`config.mk`:
```
export PLATFORM = sky130hd
export DESIGN_NAME = fill_responder
export DESIGN_NICKNAME = d
export VERILOG_FILES = /design/src/rtl/fill_responder.sv
export SDC_FILE = /design/constraint.sdc
export NUM_CORES = 1
export LEC_CHECK = 0
export ABC_CLOCK_PERIOD_IN_PS = 6100
export BUFFER_PORTS_ARGS = -buffer_cell sky130_fd_sc_hd__buf_2
export CAP_MARGIN = 15
export CELL_PAD_IN_SITES_DETAIL_PLACEMENT = 2
export CELL_PAD_IN_SITES_GLOBAL_PLACEMENT = 2
export CORE_MARGIN = 10
export CORE_UTILIZATION = 36
export CTS_CLUSTER_SIZE = 28
export DETAILED_ROUTE_END_ITERATION = 10
export GPL_ROUTABILITY_DRIVEN = 0
export PLACE_DENSITY_LB_ADDON = 0.05
export SLEW_MARGIN = 40
export SYNTH_ARGS = -nofsm -noshare
export SYNTH_HDL_FRONTEND = slang
export SYNTH_SLANG_ARGS = --single-unit
```
`constraint.sdc`:
```
create_clock -name clk_i -period 6.1 [get_ports clk_i]
set_clock_uncertainty 0.2 [all_clocks]
set_input_delay 0.61 -clock clk_i [delete_from_list [all_inputs] [get_ports clk_i]]
set_output_delay 0.61 -clock clk_i [all_outputs]
set_load 0.05 [all_outputs]
```
`src/rtl/fill_responder.sv`:
```
// fill_responder: memory-side line-fill responder answering queued requests in order after a
// fixed latency. Define FILL_STORE_EN to add a 256-entry write-back line store.
module fill_responder #(
    parameter int unsigned LATENCY    = 5,
    parameter int unsigned FIFO_DEPTH = 4
) (
    input  logic         clk_i,
    input  logic         rsn_i,
    input  logic         rqst_i,
    input  logic [19:0]  addr_i,
`ifdef FILL_STORE_EN
    input  logic         wr_en_i,
    input  logic [19:0]  wr_addr_i,
    input  logic [127:0] wr_data_i,
`endif
    output logic         full_o,
    output logic         overflow_o,
    output logic         data_ready_o,
    output logic [19:0]  addr_o,
    output logic [127:0] data_o
);

    localparam int unsigned PtrW = (FIFO_DEPTH > 1) ? $clog2(FIFO_DEPTH) : 1;
    localparam int unsigned CntW = PtrW + 1;

    // From IDLE the pop edge already counts toward the latency; from RESP the pop edge is
    // one cycle later relative to the previous pulse, so the next entry waits one cycle more.
    localparam logic [7:0] LoadFirst = 8'(LATENCY - 2);
    localparam logic [7:0] LoadNext  = 8'(LATENCY - 1);

    localparam logic [1:0] StIdle = 2'd0;
    localparam logic [1:0] StWait = 2'd1;
    localparam logic [1:0] StResp = 2'd2;

    // ------------------------------------------------------------------------------------
    // Request FIFO
    // ------------------------------------------------------------------------------------
    logic [15:0]     fifo_mem [FIFO_DEPTH];
    logic [PtrW-1:0] wr_ptr_q, wr_ptr_d;
    logic [PtrW-1:0] rd_ptr_q, rd_ptr_d;
    logic [CntW-1:0] count_q, count_d;
    logic            push;
    logic            pop;
    logic            empty;
    logic            overflow_q;

    assign full_o     = (count_q == CntW'(FIFO_DEPTH));
    assign empty      = (count_q == '0);
    assign push       = rqst_i && !full_o;
    assign overflow_o = overflow_q;

    always_comb begin
        wr_ptr_d = wr_ptr_q;
        rd_ptr_d = rd_ptr_q;
        count_d  = count_q;
        if (push) begin
            wr_ptr_d = wr_ptr_q + PtrW'(1);
        end
        if (pop) begin
            rd_ptr_d = rd_ptr_q + PtrW'(1);
        end
        if (push && !pop) begin
            count_d = count_q + CntW'(1);
        end else if (!push && pop) begin
            count_d = count_q - CntW'(1);
        end
    end

    always_ff @(posedge clk_i or posedge rsn_i) begin
        if (rsn_i) begin
            wr_ptr_q   <= '0;
            rd_ptr_q   <= '0;
            count_q    <= '0;
            overflow_q <= 1'b0;
        end else begin
            wr_ptr_q <= wr_ptr_d;
            rd_ptr_q <= rd_ptr_d;
            count_q  <= count_d;
            if (rqst_i && full_o) begin
                overflow_q <= 1'b1;
            end
        end
    end

    // Entry storage needs no reset; the pointers and count define what is valid.
    always_ff @(posedge clk_i) begin
        if (push) begin
            fifo_mem[wr_ptr_q] <= addr_i[19:4];
        end
    end

    // ------------------------------------------------------------------------------------
    // Response sequencer
    // ------------------------------------------------------------------------------------
    logic [1:0]   state_q, state_d;
    logic [7:0]   cnt_q, cnt_d;
    logic [15:0]  line_q, line_d;
    logic         load_resp;
    logic [127:0] resp_data;
    logic [19:0]  addr_q;
    logic [127:0] data_q;

    always_comb begin
        state_d   = state_q;
        cnt_d     = cnt_q;
        line_d    = line_q;
        pop       = 1'b0;
        load_resp = 1'b0;
        case (state_q)
            StIdle: begin
                if (!empty) begin
                    pop     = 1'b1;
                    line_d  = fifo_mem[rd_ptr_q];
                    cnt_d   = LoadFirst;
                    state_d = StWait;
                end
            end
            StWait: begin
                if (cnt_q == 8'd0) begin
                    load_resp = 1'b1;
                    state_d   = StResp;
                end else begin
                    cnt_d = cnt_q - 8'd1;
                end
            end
            StResp: begin
                if (!empty) begin
                    pop     = 1'b1;
                    line_d  = fifo_mem[rd_ptr_q];
                    cnt_d   = LoadNext;
                    state_d = StWait;
                end else begin
                    state_d = StIdle;
                end
            end
            default: begin
                state_d = StIdle;
            end
        endcase
    end

    always_ff @(posedge clk_i or posedge rsn_i) begin
        if (rsn_i) begin
            state_q <= StIdle;
            cnt_q   <= 8'd0;
            line_q  <= 16'd0;
            addr_q  <= 20'd0;
            data_q  <= 128'd0;
        end else begin
            state_q <= state_d;
            cnt_q   <= cnt_d;
            line_q  <= line_d;
            if (load_resp) begin
                addr_q <= {line_q, 4'b0000};
                data_q <= resp_data;
            end
        end
    end

    assign data_ready_o = (state_q == StResp);
    assign addr_o       = addr_q;
    assign data_o       = data_q;

    // Word w of line L is {14'b0, L, w[1:0]}.
    function automatic logic [127:0] default_line(input logic [15:0] line);
        logic [127:0] d;
        d = '0;
        for (int w = 0; w < 4; w++) begin
            d[w*32 +: 32] = {14'b0, line, 2'(w)};
        end
        return d;
    endfunction

    // ------------------------------------------------------------------------------------
    // Optional line store
    // ------------------------------------------------------------------------------------
`ifdef FILL_STORE_EN
    logic [127:0] store_data [256];
    logic [7:0]   store_tag  [256];
    logic [255:0] store_valid_q;
    logic [7:0]   rd_idx;
    logic [7:0]   wr_idx;
    logic         unused_low;

    assign rd_idx     = line_q[7:0];
    assign wr_idx     = wr_addr_i[11:4];
    assign unused_low = ^{addr_i[3:0], wr_addr_i[3:0]};

    always_ff @(posedge clk_i or posedge rsn_i) begin
        if (rsn_i) begin
            store_valid_q <= '0;
        end else if (wr_en_i) begin
            store_valid_q[wr_idx] <= 1'b1;
        end
    end

    always_ff @(posedge clk_i) begin
        if (wr_en_i) begin
            store_data[wr_idx] <= wr_data_i;
            store_tag[wr_idx]  <= wr_addr_i[19:12];
        end
    end

    always_comb begin
        resp_data = default_line(line_q);
        if (store_valid_q[rd_idx] && (store_tag[rd_idx] == line_q[15:8])) begin
            resp_data = store_data[rd_idx];
        end
        // A write landing on the same edge that loads the response has not reached the store.
        if (wr_en_i && (wr_addr_i[19:4] == line_q)) begin
            resp_data = wr_data_i;
        end
    end
`else
    logic unused_low;

    assign unused_low = ^addr_i[3:0];

    always_comb begin
        resp_data = default_line(line_q);
    end
`endif

endmodule
```
Word level (Yosys, flattened, before mapping). Memory sizes are Yosys's and may differ from the RTL's. A register that Yosys moved wholly into a read port is not among the register bits. Cells that the tools add are included.

Flip-flop bits (word level): 102. RAM bits: 64. Output and inout bits: 151. Logic and storage cells: 54. Memories kept: 1.

Memory list: fifo_mem (words 4, width 16, read ports 1, clocked after memory_dff 1, write ports 1, RTL line 38) `logic [15:0] fifo_mem [FIFO_DEPTH];`.

Add/subtract/negate cells: 5. Eq/ne operators: 7. Muxes and demuxes: 16. Bitwise operators: 1. Reductions and logical operators: 16.

Operators with widths (number): 8-bit 2-to-1 mux (3); 8-bit one-hot mux with 3 select lines (1); 8-bit zero test (1); 2-bit inequality test (second input constant) (4); 8-bit by 1-bit subtractor with 8-bit output (second input constant) (1); 1-bit 2-to-1 mux (7); 3-bit 2-to-1 mux (2); 2-bit one-hot mux with 3 select lines (1); 2-bit by 1-bit adder with 2-bit output (second input constant) (2); 1-bit logical AND (4); 2-bit 2-to-1 mux (2); 2-bit AND reduction (2); 4-bit AND reduction (1); 3-bit by 1-bit adder with 3-bit output (second input constant) (1); 3-bit equality test (second input constant) (1); 1-bit zero test (3); 3-bit zero test (1); 3-bit nonzero test (1); 3-bit by 1-bit subtractor with 3-bit output (second input constant) (1); 2-bit by 1-bit equality test with 1-bit output (second input constant) (1); 2-bit equality test (second input constant) (1); 2-bit zero test (1); 2-bit nonzero test (1); 2-bit OR reduction (1); 1-bit inverter (1).

Longest topological paths before layout.
Depth in word-level cells: 7. Mapped depth: 10.

Worst setup path before layout. Ideal clock, no wire load.

Kind: register -> register. Start point: register count_q[0]. End point: register count_q[1]. Arrival: 2953 ps. Data required time: 5775 ps. Path slack: 2823 ps. Stages on the path, launching flop included: 8. Path buffers: 1. Cell sequence: dfrtp_1 > nor3b_1 > nor2b_1 > clkbuf_1 > ha_1 > inv_1 > fa_1 > mux2_2.

Elaborated cells between the ends (all ways): 15. Those cells by class: add/sub: 2; eq/ne: 1; mux: 4; reduce/logical: 8.

RTL lines: from (decl) (RTL line 41) `logic [CntW-1:0] count_q, count_d;`; from (signal assigned) (RTL line 78) `count_q <= count_d;`; 3-bit equality test (RTL line 47) `assign full_o = (count_q == CntW'(FIFO_DEPTH));`; via full_o (RTL line 16) `output logic full_o,`; 1-bit zero test (RTL line 49) `assign push = rqst_i && !full_o;`; 1-bit logical AND (RTL line 49); via push (RTL line 42) `logic push;`; 1-bit logical AND (RTL line 62) `if (push && !pop) begin`; 3-bit 2-to-1 mux (RTL line 62); via count_d[1] (RTL line 41).

The timed path passes the listed nets, and every way through them passes these cells. The select of a mux whose other input is x is not followed. A chain may end at the register's enable or synchronous reset.

Worst setup path after layout.
Start point: register cnt_q[0]. End point: register cnt_q[1].

Word-level cells in the longest chain between the ends: 3. Elaborated cells between the ends (all ways): 6. Those cells by class: add/sub: 1; eq/ne: 1; mux: 2; reduce/logical: 2.

Ends and longest elaborated chain: from (decl) (RTL line 96) `logic [7:0] cnt_q, cnt_d;`; from (signal assigned) (RTL line 151) `cnt_q <= cnt_d;`; 8-bit by 1-bit subtractor with 8-bit output / 8-bit zero test (equally long branches) (RTL line 123, 119); 8-bit 2-to-1 mux / 2-bit inequality test (equally long branches); 8-bit one-hot mux with 3 select lines / 4-bit AND reduction (equally long branches).

Parallel ways exist; a longest one is shown, timed or not. The select of a mux whose other input is x is not followed.

==> run_results.csv <==
group,metric,value,unit
outcome,status,"complete, no violations",
cts,htree_num_levels,4,
setup_path,timing.critical_path.buf_inv,1,
synth,adder_cell_area_share_of_the_yosys_netlist,2.792,%
finish,diodes,0,
synth,synth.mux.area_fraction,9.971,%
routing,routed_wl,12930,µm
floorplanning,dieWidth,145.2,µm
sta,grt_setup_unrepaired,"no",
sta,final_critical_path_setup_slack,3.477,ns
routing,via_count,3071,
cts,clkTransAtPathRegs,0.05,ns
routing,drtPass1Iterations,4,
cts,cts.sink_count,115,
synth,synth_seq_area_share,56.64,%
hold_path,holdCritPathClass,"in2async",
floorplanning,placeable_core_region,0.01531,mm²
routing,routed_wire_length_per_instance,18.45,µm
sta,tightest_hold_margin,0.2047,ns
global_routing,grt_overflow,0,
cts,cts_tree,"yes",
synth,synth_enable_flop_cells,64,
cts,worst_skew_pair.late_latency,0.41,ns
cts,cts_hold_buffers,0,
routing,ant_nets,0,
setup_path,worst_path_max_delay_cell,"sky130_fd_sc_hd__and3_1",
global_routing,grt_pass1_vias,3436,
sta,worstMarginPinSlew,0.7651,ns
place,dp.cells,669,
sta,post-route-period-util,43.00,%
synth,dominantRegCellSynth,"sky130_fd_sc_hd__edfxtp_1",
floorplanning,initial_core_util,36.87,%
setup_path,timing.critical_path.cells,"inv_1 -> ha_1 -> nor4b_2 -> and3_1 -> nor2_1 -> mux2_1",
synth,synth_compound_gate_area_share,2.725,%
setup_path,critical_path.startpoint_type,"register",
cts,cts_made_buffers,17,
floorplanning,floorplan.io_pins,174,
finish,layout-area-overhead-vs-synth,11.01,%
synth,mean_cell_area_of_the_mapped_netlist,13.16,µm²
sta,finalSetupViolations,0,
synth,synth-warning-count,0,
place,pre_cts_slack,3.425,ns
setup_path,rr_startpoint,"cnt_q[0]",
finish,finish.cell_count_without_fillers,701,
floorplanning,die-area,0.02109,mm²
global_routing,grt_antenna_before_repair,0,
sta,drv_slew,0,
setup_path,reg2regPathDepth,6,
job,maxCapViolations,0,
routing,initialDrtViolationCount,132,
setup_path,timing.critical_path.required,6.19,ns
synth,synth_xor_area_share,1.241,%
finish,layout.cells.most_common,"sky130_fd_sc_hd__buf_2",
synth,synth_seq_cells,115,
finish,final_cell_mix,"sky130_fd_sc_hd__buf_2 (105), sky130_fd_sc_hd__conb_1 (64), sky130_fd_sc_hd__edfxtp_1 (64)",
setup_path,critical_path.reg2reg.endpoint,"cnt_q[1]",
setup_path,timing.critical_path.arrival,2.71,ns
synth,synth-async-reset-ratio,44.35,%
synth,combinational_family_with_the_most_area_after_synthesis,"buffers and inverters",
global_routing,grt_first_pass_wirelength,20440,µm
routing,drt_drc_violations_left,0,
sta,fin_tns_setup,0,ns
cts,cts-root-buf,"sky130_fd_sc_hd__clkbuf_16",
floorplanning,floorplan.die.height,145.2,µm
global_routing,grt.total_usage,12.51,%
synth,syn-instance-count,429,
sta,max-slew-margin-rel,49.00,%
sta,timing.final.hold_violations,0,
routing,drt-vias-per-instance,4.381,
setup_path,critPathCaptureType,"register",
cts,clock_path_buffers,2,
sta,post-route-min-period,2.623,ns
setup_path,r2r_setup_slack,3.48,ns
place,numPortBuffers,105,
synth,fraction_of_the_mapped_netlist_area_in_simple_logic_gates,7.467,%
cts,cts_post_setup_buffers_inserted,0,
synth,synthesis.area,0.005647,mm²
setup_path,critical_path_peak_fanout,19,
setup_path,worst-setup-path-type,"reg2reg",
global_routing,maximum_number_of_pins_on_one_net_before_global_route_repair,52,
sta,fmax,381.2,MHz
setup_path,cpPeakStageDelay,0.72,ns
floorplanning,row_count,45,
setup_path,critical_path.top_delay_family,"simple AND/OR/NAND/NOR gates",
place,hpwlAfterDp,9206,µm
finish,fraction_of_layout_cells_with_a_size_suffix_above_1,37.96,%
synth,post_synth_num_cell_types,44,
finish,fillcell_total,1616,
finish,num-nets-final,512,
cts,cts_resized,0,
[sequential cells by signal (all words and copies together) (netlist names)]
signal,cells
state_q,2
data_o,17
cnt_q,8
count_q,3
line_q,16
overflow_o,1
fifo_mem,64
rd_ptr_q,2
wr_ptr_q,2
[routing by layer]
metal / up-vias / share of wire [%] / wire [µm] / track usage, %
met3: 10 / 6.6 / 857 / 5.216
li1: 1385 / - / - / -
met1: 1548 / 43 / 5617 / 14.46
met4: 0 / 1.1 / 147 / 4.348
met2: 128 / 49 / 6308 / 20.45
met5: - / 0 / 0 / 0
[tightest hold or removal path: stages]
cell and delay, ns:
sky130_fd_sc_hd__buf_2 0.10, sky130_fd_sc_hd__inv_2 0.04, sky130_fd_sc_hd__buf_4 0.55
[how the worst max path moves through the flow]
stage | cells after the start | endpoint | slack, ns | from
3_3_place_gp | 6 | cnt_q[4] | 3.45 | cnt_q[0]
4_1_cts | 6 | cnt_q[1] | 3.41 | cnt_q[0]
5_1_grt | 6 | cnt_q[1] | 3.26 | cnt_q[0]
2_1_floorplan | 7 | count_q[1] | 2.82 | count_q[0]
3_5_place_dp | 6 | cnt_q[1] | 3.43 | cnt_q[0]
6_report | 6 | cnt_q[1] | 3.48 | cnt_q[0]
[kinds of logic (layout without fill, tap and decap cells)]
group	Yosys count	after routing
simple gates	88	88
compound gates	20	20
mux	34	34
xor+xnor	8	8
buf+inv	151	149
other cells	1	64
fa+ha+maj	12	12
flops	115	115
[synth_stat cells, drive strengths merged, types with 3 or more instances]
cell type	number	area, µm²
clkbuf	3	11.26
dfrtp	51	1276
inv	9	33.78
xor2	5	43.79
nor3	4	31.28
mux4	16	360.4
nand2	53	198.9
xnor2	3	26.28
ha	11	137.6
buf	139	1033
nand2b	3	18.77
and2	5	33.78
edfxtp	64	1922
mux2	18	202.7
a31oi	3	18.77
nor2	10	37.54
[through the flow]
step | utilization (%) | instance area, µm²
floorplan | - | 5883
CTS | 40.92 | 6267
detailed placement | 36.99 | 5664
global placement | 36.92 | 5654
global route | 40.93 | 6269
finish | 40.93 | 6269
[final cells by class]
cell class              instances  area (µm²)  area share, %
flip-flops and latches        115        3199          51.04
multi-input cells             226        1620          25.85
repair buffers                108       548.0          8.743
clock buffers                  18       429.2          6.846
well taps                     211       264.0          4.212
clock inverters                14       173.9          2.774
inverters                       9       33.78         0.5389
Power is not shown: default switching activity piles up to over one toggle a cycle in this logic, so the estimate is an artifact.
